**config.mk**
```make
export PLATFORM = sky130hd
export DESIGN_NAME = place_sched
export DESIGN_NICKNAME = d
export VERILOG_FILES = /design/src/rtl/place_sched.sv
export SDC_FILE = /design/constraint.sdc
export NUM_CORES = 1
export LEC_CHECK = 0
export CORE_MARGIN = 1.5
export CORE_UTILIZATION = 52
export DETAILED_ROUTE_END_ITERATION = 10
export PLACE_DENSITY = 0.85
export SYNTH_ARGS = -nofsm -noshare
export SYNTH_HDL_FRONTEND = slang
export SYNTH_SLANG_ARGS = --single-unit
```
**constraint.sdc**
```tcl
create_clock -name clk -period 4.37 [get_ports clk]
set_input_delay 0.437 -clock clk [delete_from_list [all_inputs] [get_ports clk]]
set_output_delay 0.437 -clock clk [all_outputs]
set_load 0.02 [all_outputs]
```
**src/rtl/place_sched.sv**
```systemverilog
// Placement scheduler: accepts a program footprint, walks a short list of
// candidate placement structures for that height, allocates the first free
// one and reports the result. Structures are freed by an independent release
// strobe that is honoured in every state.
module place_sched #(
  parameter int NUM_STR = 13
) (
  input  logic               clk,
  input  logic               rst,
  input  logic               req_valid,
  output logic               req_ready,
  input  logic [4:0]         height_in,
  input  logic [4:0]         width_in,
  input  logic [3:0]         prog_id,
  output logic               resp_valid,
  input  logic               resp_ready,
  output logic               resp_ok,
  output logic [3:0]         resp_str_id,
  output logic [3:0]         resp_prog_id,
  input  logic               rel_valid,
  input  logic [3:0]         rel_str_id,
  output logic [NUM_STR-1:0] occ,
  output logic               busy
);

  typedef enum logic [1:0] {
    S_IDLE   = 2'd0,
    S_LOOKUP = 2'd1,
    S_CHECK  = 2'd2,
    S_RESP   = 2'd3
  } state_e;

  // One-hot occupancy mask for a structure ID; IDs 0 and >NUM_STR map to 0,
  // which the CHECK walk treats as "end of list" and release treats as no-op.
  function automatic logic [NUM_STR-1:0] id_mask(input logic [3:0] id);
    logic [NUM_STR-1:0] m;
    m = '0;
    for (int i = 0; i < NUM_STR; i++) begin
      if (32'(id) == 32'(i + 1)) begin
        m[i] = 1'b1;
      end else begin
        m[i] = 1'b0;
      end
    end
    return m;
  endfunction

  // Candidate list {c0,c1,c2} for a program footprint; 0 terminates the list.
  function automatic logic [11:0] lookup_cands(input logic [4:0] h, input logic [4:0] w);
    logic [11:0] c;
    if ((w == 5'd0) || (w > 5'd16)) begin
      c = 12'h000;
    end else begin
      case (h)
        5'd4:    c = {4'd8,  4'd10, 4'd0};
        5'd5:    c = {4'd6,  4'd8,  4'd0};
        5'd6:    c = {4'd4,  4'd6,  4'd0};
        5'd7:    c = {4'd1,  4'd2,  4'd4};
        5'd8:    c = {4'd1,  4'd2,  4'd3};
        5'd9:    c = {4'd3,  4'd5,  4'd0};
        5'd10:   c = {4'd5,  4'd7,  4'd0};
        5'd11:   c = {4'd7,  4'd9,  4'd0};
        5'd12:   c = {4'd9,  4'd0,  4'd0};
        5'd13, 5'd14, 5'd15, 5'd16:
                 c = {4'd11, 4'd12, 4'd13};
        default: c = 12'h000;
      endcase
    end
    return c;
  endfunction

  state_e             state_q, state_d;
  logic [4:0]         h_q, h_d;
  logic [4:0]         w_q, w_d;
  logic [3:0]         pid_q, pid_d;
  logic [3:0]         c0_q, c0_d, c1_q, c1_d, c2_q, c2_d;
  logic [1:0]         k_q, k_d;
  logic [NUM_STR-1:0] occ_q, occ_d;
  logic               dec_ok_q, dec_ok_d;
  logic [3:0]         dec_str_q, dec_str_d;
  logic               resp_valid_q, resp_valid_d;
  logic               resp_ok_q, resp_ok_d;
  logic [3:0]         resp_str_q, resp_str_d;
  logic [3:0]         resp_prog_q, resp_prog_d;

  logic [3:0]         cur_id;
  logic [NUM_STR-1:0] cur_mask;
  logic [NUM_STR-1:0] alloc_mask;
  logic [NUM_STR-1:0] rel_mask;

  // Next-state, candidate walk, response staging and occupancy update.
  always_comb begin
    state_d      = state_q;
    h_d          = h_q;
    w_d          = w_q;
    pid_d        = pid_q;
    c0_d         = c0_q;
    c1_d         = c1_q;
    c2_d         = c2_q;
    k_d          = k_q;
    dec_ok_d     = dec_ok_q;
    dec_str_d    = dec_str_q;
    resp_valid_d = resp_valid_q;
    resp_ok_d    = resp_ok_q;
    resp_str_d   = resp_str_q;
    resp_prog_d  = resp_prog_q;
    alloc_mask   = '0;

    case (k_q)
      2'd0:    cur_id = c0_q;
      2'd1:    cur_id = c1_q;
      2'd2:    cur_id = c2_q;
      default: cur_id = 4'd0;
    endcase
    cur_mask = id_mask(cur_id);

    case (state_q)
      S_IDLE: begin
        if (req_valid) begin
          h_d     = height_in;
          w_d     = width_in;
          pid_d   = prog_id;
          state_d = S_LOOKUP;
        end else begin
          state_d = S_IDLE;
        end
      end
      S_LOOKUP: begin
        {c0_d, c1_d, c2_d} = lookup_cands(h_q, w_q);
        k_d                = 2'd0;
        state_d            = S_CHECK;
      end
      S_CHECK: begin
        // Decision uses the registered map, so a same-cycle release of this
        // candidate is not seen until the following cycle.
        if (cur_mask == '0) begin
          dec_ok_d  = 1'b0;
          dec_str_d = 4'd0;
          state_d   = S_RESP;
        end else if ((occ_q & cur_mask) == '0) begin
          alloc_mask = cur_mask;
          dec_ok_d   = 1'b1;
          dec_str_d  = cur_id;
          state_d    = S_RESP;
        end else if (k_q == 2'd2) begin
          dec_ok_d  = 1'b0;
          dec_str_d = 4'd0;
          state_d   = S_RESP;
        end else begin
          k_d = k_q + 2'd1;
        end
      end
      S_RESP: begin
        // First RESP cycle loads the output registers; they then hold until
        // the consumer takes the result.
        if (!resp_valid_q) begin
          resp_valid_d = 1'b1;
          resp_ok_d    = dec_ok_q;
          resp_str_d   = dec_str_q;
          resp_prog_d  = pid_q;
        end else if (resp_ready) begin
          resp_valid_d = 1'b0;
          resp_ok_d    = 1'b0;
          resp_str_d   = 4'd0;
          resp_prog_d  = 4'd0;
          dec_ok_d     = 1'b0;
          dec_str_d    = 4'd0;
          state_d      = S_IDLE;
        end else begin
          state_d = S_RESP;
        end
      end
      default: begin
        state_d = S_IDLE;
      end
    endcase

    if (rel_valid) begin
      rel_mask = id_mask(rel_str_id);
    end else begin
      rel_mask = '0;
    end
    occ_d = (occ_q & ~rel_mask) | alloc_mask;
  end

  // State and datapath registers with asynchronous clear.
  always_ff @(posedge clk or posedge rst) begin
    if (rst) begin
      state_q      <= S_IDLE;
      h_q          <= 5'd0;
      w_q          <= 5'd0;
      pid_q        <= 4'd0;
      c0_q         <= 4'd0;
      c1_q         <= 4'd0;
      c2_q         <= 4'd0;
      k_q          <= 2'd0;
      occ_q        <= '0;
      dec_ok_q     <= 1'b0;
      dec_str_q    <= 4'd0;
      resp_valid_q <= 1'b0;
      resp_ok_q    <= 1'b0;
      resp_str_q   <= 4'd0;
      resp_prog_q  <= 4'd0;
    end else begin
      state_q      <= state_d;
      h_q          <= h_d;
      w_q          <= w_d;
      pid_q        <= pid_d;
      c0_q         <= c0_d;
      c1_q         <= c1_d;
      c2_q         <= c2_d;
      k_q          <= k_d;
      occ_q        <= occ_d;
      dec_ok_q     <= dec_ok_d;
      dec_str_q    <= dec_str_d;
      resp_valid_q <= resp_valid_d;
      resp_ok_q    <= resp_ok_d;
      resp_str_q   <= resp_str_d;
      resp_prog_q  <= resp_prog_d;
    end
  end

  assign req_ready    = (state_q == S_IDLE);
  assign busy         = (state_q != S_IDLE);
  assign resp_valid   = resp_valid_q;
  assign resp_ok      = resp_ok_q;
  assign resp_str_id  = resp_str_q;
  assign resp_prog_id = resp_prog_q;
  assign occ          = occ_q;

endmodule

```
==> reports/summary.txt, run 1 <==
================================================================================
Internal reg-to-reg setup slack                                          1.39 ns
Net count reported at finish                                                 372
Standard cell area after detailed placement                            3540 um^2
Setup violations, final                                                        0
Data arrival, critical path                                              3.19 ns
VDD IR-drop max                                                         0.432 mV
Result of the run                                                      completed
# H-tree levels                                                                3
Synth top area share                                                       48.3%
Die Y                                                                    79.0 um
Setup repair after global routing missed its margin                        false
DRC violation count after routing                                              0
Layout filler cell count                                                     427
Endpoint of the lowest-slack register-to-register path              dec_str_q[3]
Synth async-reset ratio                                                     100%
Number of global-route vias before repair                                   2266
Kind of start point of the critical path                               flip-flop
Count of flip-flops with a built-in enable after synthesis                     0
Number of antenna violations at the first check in global routing              0
Number of cells traversed by the worst register-to-register path               8
Worst-case headroom to the max-slew limit                                  51.4%
Final RePlAce weighted congestion                                          0.855
Max Clock Skew                                                        0.00677 ns
Final Hold Violating Endpoints                                                 0
Clock tree from TritonCTS                                                    yes
Routed via count divided by cell count                                      5.78
Fraction of final layout cells with drive strength greater than 1          13.8%
Maximum cell stage delay along the critical path                         0.56 ns
Clock tree root driver cell                                             clkbuf_8
Number of maximum-capacitance constraint violations                            0
Cells taking the most area after synthesis                          dfrtp_1 (48%), ha_1 (5.4%), o21ai_0 (5.0%)
Nature of the critical path endpoint                                   flip-flop
Worst Max-Slew Pin Slew                                                 0.729 ns
Cell area after synthesis                                              3000 um^2
Startpoint of the most critical setup path                                k_q[0]
Average cell area after synthesis                                      10.5 um^2
Min-Delay Path Class                                                  reg -> reg
Gr usage total                                                             21.9%
Global route total overflow                                                    0
CTS clk-pin slew, worst paths                                            0.07 ns
Postcts setup bufs                                                             0
Placement Rows                                                                27
Number of input and output port buffers inserted                              47
Deepest clock path buffer count                                                2
Fin util                                                                   67.8%
Detailed Route WL                                                        6.30 mm
Number of antenna diodes                                                       0
Start of the worst register-to-register path                              k_q[0]
First-pass GRT wire length                                               10.4 mm
Largest net degree at the start of global routing                             59
Total instance count after detailed placement                                397
Cell family with most CP delay                                      simple AND/OR/NAND/NOR gates
Final Worst Setup Slack                                                  1.39 ns
Core Region                                                            5540 um^2
Total nets after synthesis                                                   321
Count of boundary I/O pins                                                    48
Number of unique standard cell types used by synthesis                        49
Total negative slack                                                        0 ns
Leading area contributor after synthesis                                 dfrtp_1
Total clock sinks                                                             58
Number of buffers added by the clock tree synthesis step                       9
Area of the die                                                        6240 um^2
Startpoint of the lowest-slack hold path                                 c2_q[3]
LEAKAGE                                                                  1.62 nW
Primary flip-flop cell chosen by synthesis mapping                       dfrtp_1
Leading cell type in the layout, fill and taps excluded                  dfrtp_1
Initial Utilization                                                        54.2%
Highest-count cells in the layout ignoring fill and taps            dfrtp_1 (58), clkdlybuf4s50_1 (47), nand2_1 (33), o21ai_0 (30), nor2_1 (21)
Number of buffer and inverter stages on the critical path                      1
Critical Path Stages                                                           8
Hold-fix buffers, CTS                                                          0
Die span in x                                                            79.0 um
Power per Cell Area                                                  747 nW/um^2
Via count                                                                   2389
FMAX                                                                   0.335 GHz
Number of synthesized register bits                                           58
1st-pass router iterations                                                     4
Wire per inst                                                            15.3 um
Highest fanout seen on the critical path                                      17
Post-route non-filler standard cell count                                    413
Ys Warns                                                                       0
Fin. max-slew vios                                                             0
Critical-path top delay cell                                              or3b_2
Clock period minus final worst setup slack                               2.98 ns
Antenna-violating nets left                                                    0
Detailed Place HPWL                                                      4.52 mm
Insertion delay of the later-clocked pin in the worst-skew pair          0.34 ns
Count of mapped cells out of synthesis                                       285
Number of DRC violations after detailed-routing iteration 0                  130
Worst setup path category                                             reg -> reg
CP cell instances                                                   inv_1 -> ha_1 -> a222oi_1 -> or3b_2 -> nor3b_1 -> a2111oi_4 -> nand3_4 -> o221ai_1
Post-cts gate resize count                                                     0
Layout overhead on the synthesized area                                    25.0%
Pre-CTS setup slack                                                      1.41 ns
Share of synthesized area occupied by flip-flops and latches               48.3%
Crit share post-route                                                      68.3%
Post-route standard cell area excluding fillers                        3750 um^2
Critical Path RT                                                         4.57 ns
Capturing instance or port of the critical path                     dec_str_q[3]
================================================================================
power breakdown:
| part | internal (W) | leakage (nW) | total (W) | switching [W] |
|---|---|---|---|---|
| Clock | 0.000319 | 0.105 | 0.000539 | 0.000220 |
| Sequential | 0.000757 | 0.745 | 0.000946 | 0.000189 |
| Combinational | 0.000572 | 0.767 | 0.00132 | 0.000746 |
| Total | 0.00165 | 1.62 | 0.00280 | 0.00115 |
sequential cells by signal, summed over array words and instances, names as in the netlist:
| register | cells |
|---|---|
| occ | 13 |
| h_q | 5 |
| w_q | 5 |
| c0_q | 4 |
| c1_q | 4 |
| c2_q | 4 |
| dec_str_q | 4 |
| pid_q | 4 |
| resp_prog_id | 4 |
| resp_str_id | 4 |
| k_q | 2 |
| state_q | 2 |
| dec_ok_q | 1 |
| resp_ok | 1 |
| resp_valid | 1 |
area by class of cell:
cell class | count | area [um^2] | share of cell area (%)
clock inverter | 7 | 93.8 | 2.50
multi-input combinational | 202 | 1440 | 38.4
timing repair buffer | 51 | 500 | 13.3
tap | 72 | 90.1 | 2.40
sequential | 58 | 1450 | 38.7
inverter | 14 | 52.6 | 1.40
clock buffer | 9 | 124 | 3.30
metal layers:
| metal | part of all wire, % | global-route usage (%) | vias to the layer above |
|---|---|---|---|
| li1 | - | - | 1137 |
| met1 | 44 | 28.2 | 1175 |
| met2 | 49 | 34.5 | 69 |
| met3 | 5.4 | 5.86 | 8 |
| met4 | 1.2 | 10.0 | 0 |
| met5 | 0 | 0 | - |
metrics by stage:
| stage | total power (W) | hold WS (ns) |
|---|---|---|
| 2_1_floorplan | 0.00186 | 0.449 |
| 3_3_place_gp | 0.00222 | 0.466 |
| 4_1_cts | 0.00282 | 0.485 |
| 3_5_place_dp | 0.00227 | 0.470 |
| 5_1_grt | 0.00300 | 0.520 |
| 6_report | 0.00280 | 0.483 |
worst reg2reg max path, cell delays in order (launching register included):
cell	delay, ns
dfrtp_1	0.42
inv_1	0.09
ha_1	0.26
a222oi_1	0.55
or3b_2	0.56
nor3b_1	0.42
a2111oi_4	0.13
nand3_4	0.25
o221ai_1	0.17
cell usage after synthesis, drive strengths merged (2+ instances only):
cell type  count
buf            3
nand3b         3
inv           14
a32o           2
and2b          2
o41ai          3
ha            13
mux2           9
o221ai         3
mux2i          5
a221oi         2
a22o          13
nand2b         5
a21boi         2
a21oi          8
or3b           2
and2           3
nor3           2
o211ai         3
a2111oi        2
or2            3
a211oi         2
a222oi         4
clkbuf         8
dfrtp         58
nor2b          2
nand2         33
o21ai         34
nor2          21
nand3          4
o31ai          7
cell families after synthesis:
kind of cell,after synthesis,synth area share (%)
xor+xnor,1,0.292
flops,58,48.3
compound gates,91,23.8
mux,14,5.04
fa+ha+maj,13,5.42
simple gates,83,13.5
buf+inv,25,3.67
how the worst min path moves through the flow:
| stage | endpoint | slack [ns] | depth (start not counted) |
|---|---|---|---|
| 2_1_floorplan | c0_q[3] | 0.45 | 2 |
| 3_3_place_gp | c2_q[3] | 0.47 | 2 |
| 3_5_place_dp | c2_q[3] | 0.47 | 2 |
| 4_1_cts | c2_q[3] | 0.49 | 2 |
| 5_1_grt | resp_prog_id[0] | 0.52 | 1 |
| 6_report | c2_q[3] | 0.48 | 2 |
Power figures use the tool's default switching activity.
==> inputs of run 2 (changes only) <==
==> constraint.sdc (replaced) <==
create_clock -name clk -period 3 [get_ports clk]
set_input_delay 0.3 -clock clk [delete_from_list [all_inputs] [get_ports clk]]
set_output_delay 0.3 -clock clk [all_outputs]
set_load 0.02 [all_outputs]
==> run 2 against run 1 <==
  * Utilization rose by 1.3 points
  * Cell area grew 1.9%
  * Sequential power grew 47%
  * Sequential cell count stayed put
  * Die area unchanged
  * Clock-buffer cell count is 2 higher
  * Combinational power grew 58%
  * Via count is 3.6% higher
  * Hold slack got worse by 0.16 ns
  * Non-clock buffer count rose by 7
  * Critical endpoint is now occ[5]
  * Largest cell class is now multi-input combinational cells
==> reports/summary.txt, run 2 (synthesis gave the netlist of run 1 again) <==
================================================================================
Result of the run                                                      completed
Layout overhead on the synthesized area                                    27.4%
Deepest clock path buffer count                                                2
Endpoint of the lowest-slack register-to-register path                    occ[5]
Number of buffers added by the clock tree synthesis step                       9
Power per Cell Area                                                 1090 nW/um^2
Min-Delay Path Class                                                 in -> async
1st-pass router iterations                                                     4
Highest-count cells in the layout ignoring fill and taps            dfrtp_1 (58), clkdlybuf4s50_1 (47), nand2_1 (33), o21ai_0 (30), nor2_1 (20)
Number of maximum-capacitance constraint violations                            0
Count of boundary I/O pins                                                    48
Total instance count after detailed placement                                398
Max Clock Skew                                                         0.0117 ns
Insertion delay of the later-clocked pin in the worst-skew pair          0.34 ns
Fin util                                                                   69.0%
# H-tree levels                                                                3
Core Region                                                            5540 um^2
Leading cell type in the layout, fill and taps excluded                  dfrtp_1
Via count                                                                   2476
Capturing instance or port of the critical path                           occ[5]
Detailed Place HPWL                                                      4.72 mm
Relative contribution of combinational cells to total power                49.8%
Largest net degree at the start of global routing                             59
Cell Int Power                                                         0.00242 W
Area of the die                                                        6240 um^2
Worst-case headroom to the max-slew limit                                  53.8%
LEAKAGE                                                                  1.66 nW
Switching pwr                                                          0.00176 W
Number of antenna diodes                                                       0
Fraction of final layout cells with drive strength greater than 1          16.0%
Hold-fix buffers, CTS                                                          0
Post-route standard cell area excluding fillers                        3820 um^2
Start of the worst register-to-register path                              k_q[0]
Gr usage total                                                             22.7%
CTS clk-pin slew, worst paths                                            0.07 ns
Highest fanout seen on the critical path                                      12
Number of antenna violations at the first check in global routing              0
Post-route non-filler standard cell count                                    421
Worst-case hold slack                                                   0.325 ns
Clock period minus final worst setup slack                               2.87 ns
Max FFs per register                                                          13
Net count reported at finish                                                 380
Total clock sinks                                                             58
Global route total overflow                                                    0
Final RePlAce weighted congestion                                          0.882
Die span in x                                                            79.0 um
Nature of the critical path endpoint                                   flip-flop
Kind of start point of the critical path                               flip-flop
Final Hold Violating Endpoints                                                 0
VDD IR-drop max                                                         0.596 mV
Placement Rows                                                                27
Number of DRC violations after detailed-routing iteration 0                  258
Switching part of the total                                                42.0%
Setup violations, final                                                        0
Worst Max-Slew Pin Slew                                                 0.693 ns
Wire per inst                                                            16.0 um
Sequential power share                                                     33.2%
Die Y                                                                    79.0 um
DRC violation count after routing                                              0
Routed via count divided by cell count                                      5.88
Initial Utilization                                                        54.2%
Worst setup path category                                             reg -> reg
Internal reg-to-reg setup slack                                          0.13 ns
Crit share post-route                                                      95.5%
Clock tree root driver cell                                             clkbuf_8
Critical Path RT                                                         3.23 ns
Startpoint of the most critical setup path                                k_q[0]
Number of cells traversed by the worst register-to-register path               9
Portion of total power attributed to the clock network                     16.9%
FMAX                                                                   0.349 GHz
Number of input and output port buffers inserted                              47
Antenna-violating nets left                                                    0
Fin. max-slew vios                                                             0
Data arrival, critical path                                              3.09 ns
Clock tree from TritonCTS                                                    yes
First-pass GRT wire length                                               10.9 mm
Detailed Route WL                                                        6.74 mm
Standard cell area after detailed placement                            3560 um^2
Number of global-route vias before repair                                   2432
================================================================================
-- run 2: through the flow --
stage,power [W],setup TNS [ns],setup slack (ns)
floorplan,0.00271,0,0.297
global placement,0.00324,0,0.301
detailed placement,0.00333,0,0.106
CTS,0.00404,0,0.112
global route,0.00447,-0.0251,-0.0160
finish,0.00418,0,0.134
-- run 2: layout make-up --
cell class,instances,area (um^2)
fillers,429,1720
clock buffers,11,141
inverters,14,52.6
multi-input cells,203,1470
well taps,72,90.1
flip-flops and latches,58,1450
repair buffers,58,566
clock inverters,5,53.8
-- run 2: worst max-delay path: stages (launching register included) --
cell and delay (ns):
dfrtp_1 0.41, inv_1 0.09, ha_1 0.24, a222oi_1 0.36, buf_4 0.25, and2b_1 0.22, a221oi_1 0.33, a211o_1 0.31
nand3_4 0.19, o41ai_1 0.33
-- run 2: worst min-delay path by stage --
stage | slack, ns | endpoint | from
finish | 0.33 | h_q[4] | rst
global route | 0.36 | state_q[0] | rst
CTS | 0.33 | h_q[4] | rst
detailed placement | 0.48 | c2_q[2] | c2_q[2]
global placement | 0.47 | c2_q[3] | c2_q[3]
floorplan | 0.42 | h_q[0] | height_in[0]
-- run 2: routing by layer --
metal / global-route usage, % / wire, um / up-vias
li1: - / - / 1163
met1: 27.7 / 2810 / 1194
met2: 37.0 / 3340 / 98
met3: 6.67 / 370 / 21
met4: 10.5 / 215 / 0
met5: 0 / 0 / -
-- run 2: repair_timing --
action	in CTS	in global routing
gates resized for setup	0	4
setup endpoints to repair	0	13
buffers inserted	0	6
-- run 2: power by group through the flow --
stage	combinational, W	sequential [W]	clock, W
final	0.00208	0.00139	0.000708
after global routing	0.00228	0.00143	0.000757
after CTS	0.00194	0.00139	0.000715
after detailed placement	0.00193	0.00140	0
after global placement	0.00186	0.00138	0
after floorplan	0.00126	0.00145	0
==> inputs of run 3 (changes only) <==
==> config.mk (replaced) <==
export PLATFORM = sky130hd
export DESIGN_NAME = place_sched
export DESIGN_NICKNAME = d
export VERILOG_FILES = /design/src/rtl/place_sched.sv
export SDC_FILE = /design/constraint.sdc
export NUM_CORES = 1
export LEC_CHECK = 0
export CELL_PAD_IN_SITES_DETAIL_PLACEMENT = 0
export CELL_PAD_IN_SITES_GLOBAL_PLACEMENT = 1
export CORE_UTILIZATION = 42
export DETAILED_ROUTE_END_ITERATION = 10
export PLACE_DENSITY = 0.87
export SYNTH_ARGS = -nofsm -noshare
export SYNTH_HDL_FRONTEND = slang
export SYNTH_SLANG_ARGS = --single-unit
==> run 3 against run 2 <==
  * Via count down 3.6%
  * Global-route usage down 3.4 points
  * Non-clock buffer count down 1
  * Routed wire length down 2.3%
==> reports/summary.txt, run 3 (synthesis gave the netlist of run 1 again) <==
================================================================================
Result of the run                                                      completed
CP cell instances                                                   inv_1 -> ha_1 -> a222oi_1 -> buf_4 -> mux2i_1 -> nor3b_2 -> a2111oi_4 -> nand3_4 -> buf_4 -> o31ai_2
Clock tree root driver cell                                             clkbuf_8
Layout overhead on the synthesized area                                    26.6%
LEAKAGE                                                                  1.63 nW
Initial Utilization                                                        44.0%
Antenna-violating nets left                                                    0
Startpoint of the most critical setup path                                k_q[0]
Gr usage total                                                             19.3%
Placement Rows                                                                30
Critical-path top delay cell                                           a2111oi_4
Area of the die                                                        7490 um^2
Number of maximum-capacitance constraint violations                            0
Global route total overflow                                                    0
1st-pass router iterations                                                     4
CTS clk-pin slew, worst paths                                            0.06 ns
CP dominant cell by count                                                  buf_4
Number of DRC violations after detailed-routing iteration 0                  103
Detailed Route WL                                                        6.58 mm
Setup violations, final                                                        0
Number of buffer and inverter stages on the critical path                      3
Maximum cell stage delay along the critical path                         0.52 ns
Endpoint of the lowest-slack register-to-register path                    occ[4]
Post-route non-filler standard cell count                                    443
Max Clock Skew                                                         0.0107 ns
Count of boundary I/O pins                                                    48
Number of global-route vias before repair                                   2288
Number of input and output port buffers inserted                              47
Clock period minus final worst setup slack                               2.83 ns
DRC violation count after routing                                              0
Number of buffers added by the clock tree synthesis step                       9
Final Hold Violating Endpoints                                                 0
Cell family with most CP delay                                      compound AO/OA/AOI/OAI gates
Largest net degree at the start of global routing                             59
Worst-case headroom to the max-slew limit                                  51.8%
Setup repair after global routing missed its margin                        false
VDD IR-drop max                                                         0.518 mV
Min-Delay Path Class                                                  reg -> reg
Die Y                                                                    86.6 um
Highest-count cells in the layout ignoring fill and taps            dfrtp_1 (57), clkdlybuf4s50_1 (47), nand2_1 (33), o21ai_0 (30), nor2_1 (21)
Wire per inst                                                            14.9 um
Via count                                                                   2388
First-pass GRT wire length                                               11.0 mm
FMAX                                                                   0.354 GHz
Capturing instance or port of the critical path                           occ[4]
Data arrival, critical path                                              3.07 ns
# H-tree levels                                                                3
Critical Path RT                                                         3.24 ns
Net count reported at finish                                                 379
Max FFs per register                                                          13
Number of cells traversed by the worst register-to-register path              10
Fraction of final layout cells with drive strength greater than 1          16.1%
Core Region                                                            6830 um^2
Power per Cell Area                                                 1070 nW/um^2
Detailed Place HPWL                                                      4.67 mm
Internal reg-to-reg setup slack                                          0.17 ns
Number of antenna diodes                                                       0
Insertion delay of the later-clocked pin in the worst-skew pair          0.33 ns
Kind of start point of the critical path                               flip-flop
Deepest clock path buffer count                                                2
Worst Max-Slew Pin Slew                                                 0.721 ns
Die span in x                                                            86.6 um
Start of the worst register-to-register path                              k_q[0]
Fin. max-slew vios                                                             0
Clock tree from TritonCTS                                                    yes
Routed via count divided by cell count                                      5.39
Nature of the critical path endpoint                                   flip-flop
Leading cell type in the layout, fill and taps excluded                  dfrtp_1
Total clock sinks                                                             58
Highest fanout seen on the critical path                                       9
Worst setup path category                                             reg -> reg
Total negative slack                                                        0 ns
Total instance count after detailed placement                                424
Number of antenna violations at the first check in global routing              0
Final RePlAce weighted congestion                                          0.826
Critical Path Stages                                                          10
Crit share post-route                                                      94.2%
================================================================================
==> run 3: report_power, final <==
group,switching (W),internal (W)
Combinational,0.00113,0.000902
Sequential,0.000284,0.00110
Clock,0.000294,0.000336
==> run 3: stage by stage <==
step	utilization, %	setup WS (ns)	hold slack, ns	power (W)	cell area (um^2)
after floorplan	-	0.297	0.417	0.00271	3000
after global routing	55.7	0.0167	0.511	0.00436	3800
final	55.7	0.173	0.486	0.00405	3800
after global placement	52.5	0.270	0.473	0.00331	3590
after CTS	55.0	0.127	0.491	0.00400	3760
after detailed placement	52.5	0.123	0.479	0.00335	3590
==> run 3: what timing repair did <==
action / 4_1_cts / 5_1_grt
hold buffers: 0 / 0
setup endpoints to repair: 0 / 4
setup buffers: 0 / 3
resized for setup: 0 / 4
==> run 3: worst min path at each step <==
stage,startpoint,end,cells after the start
floorplan,height_in[0],h_q[0],2
global placement,c2_q[3],c2_q[3],2
detailed placement,c2_q[3],c2_q[3],2
CTS,c2_q[3],c2_q[3],2
global route,dec_ok_q,resp_ok,1
finish,c2_q[3],c2_q[3],2
==> run 3: worst reg2reg max path: cells and delay by family, from the launching register on <==
kind                       cells  cell delay, ns
DFF                            1            0.40
muxes                          1            0.25
adders and majority gates      1            0.24
AOI/OAI and AO/OA              3            1.06
and+or+nand+nor                2            0.28
buffers and inverters          3            0.50
==> run 3: cell type report <==
cell class | instances | area [um^2]
inverters | 14 | 52.6
multi-input cells | 203 | 1460
clock inverters | 3 | 15.0
well taps | 96 | 120
repair buffers | 57 | 546
flip-flops and latches | 58 | 1450
clock buffers | 12 | 155
fillers | 646 | 3030
==> run 3: per-layer routing <==
metal	track usage [%]	wire length, um
met2	29.3	3080
met3	5.62	315
met1	25.6	3090
met4	8.48	96
met5	0	0
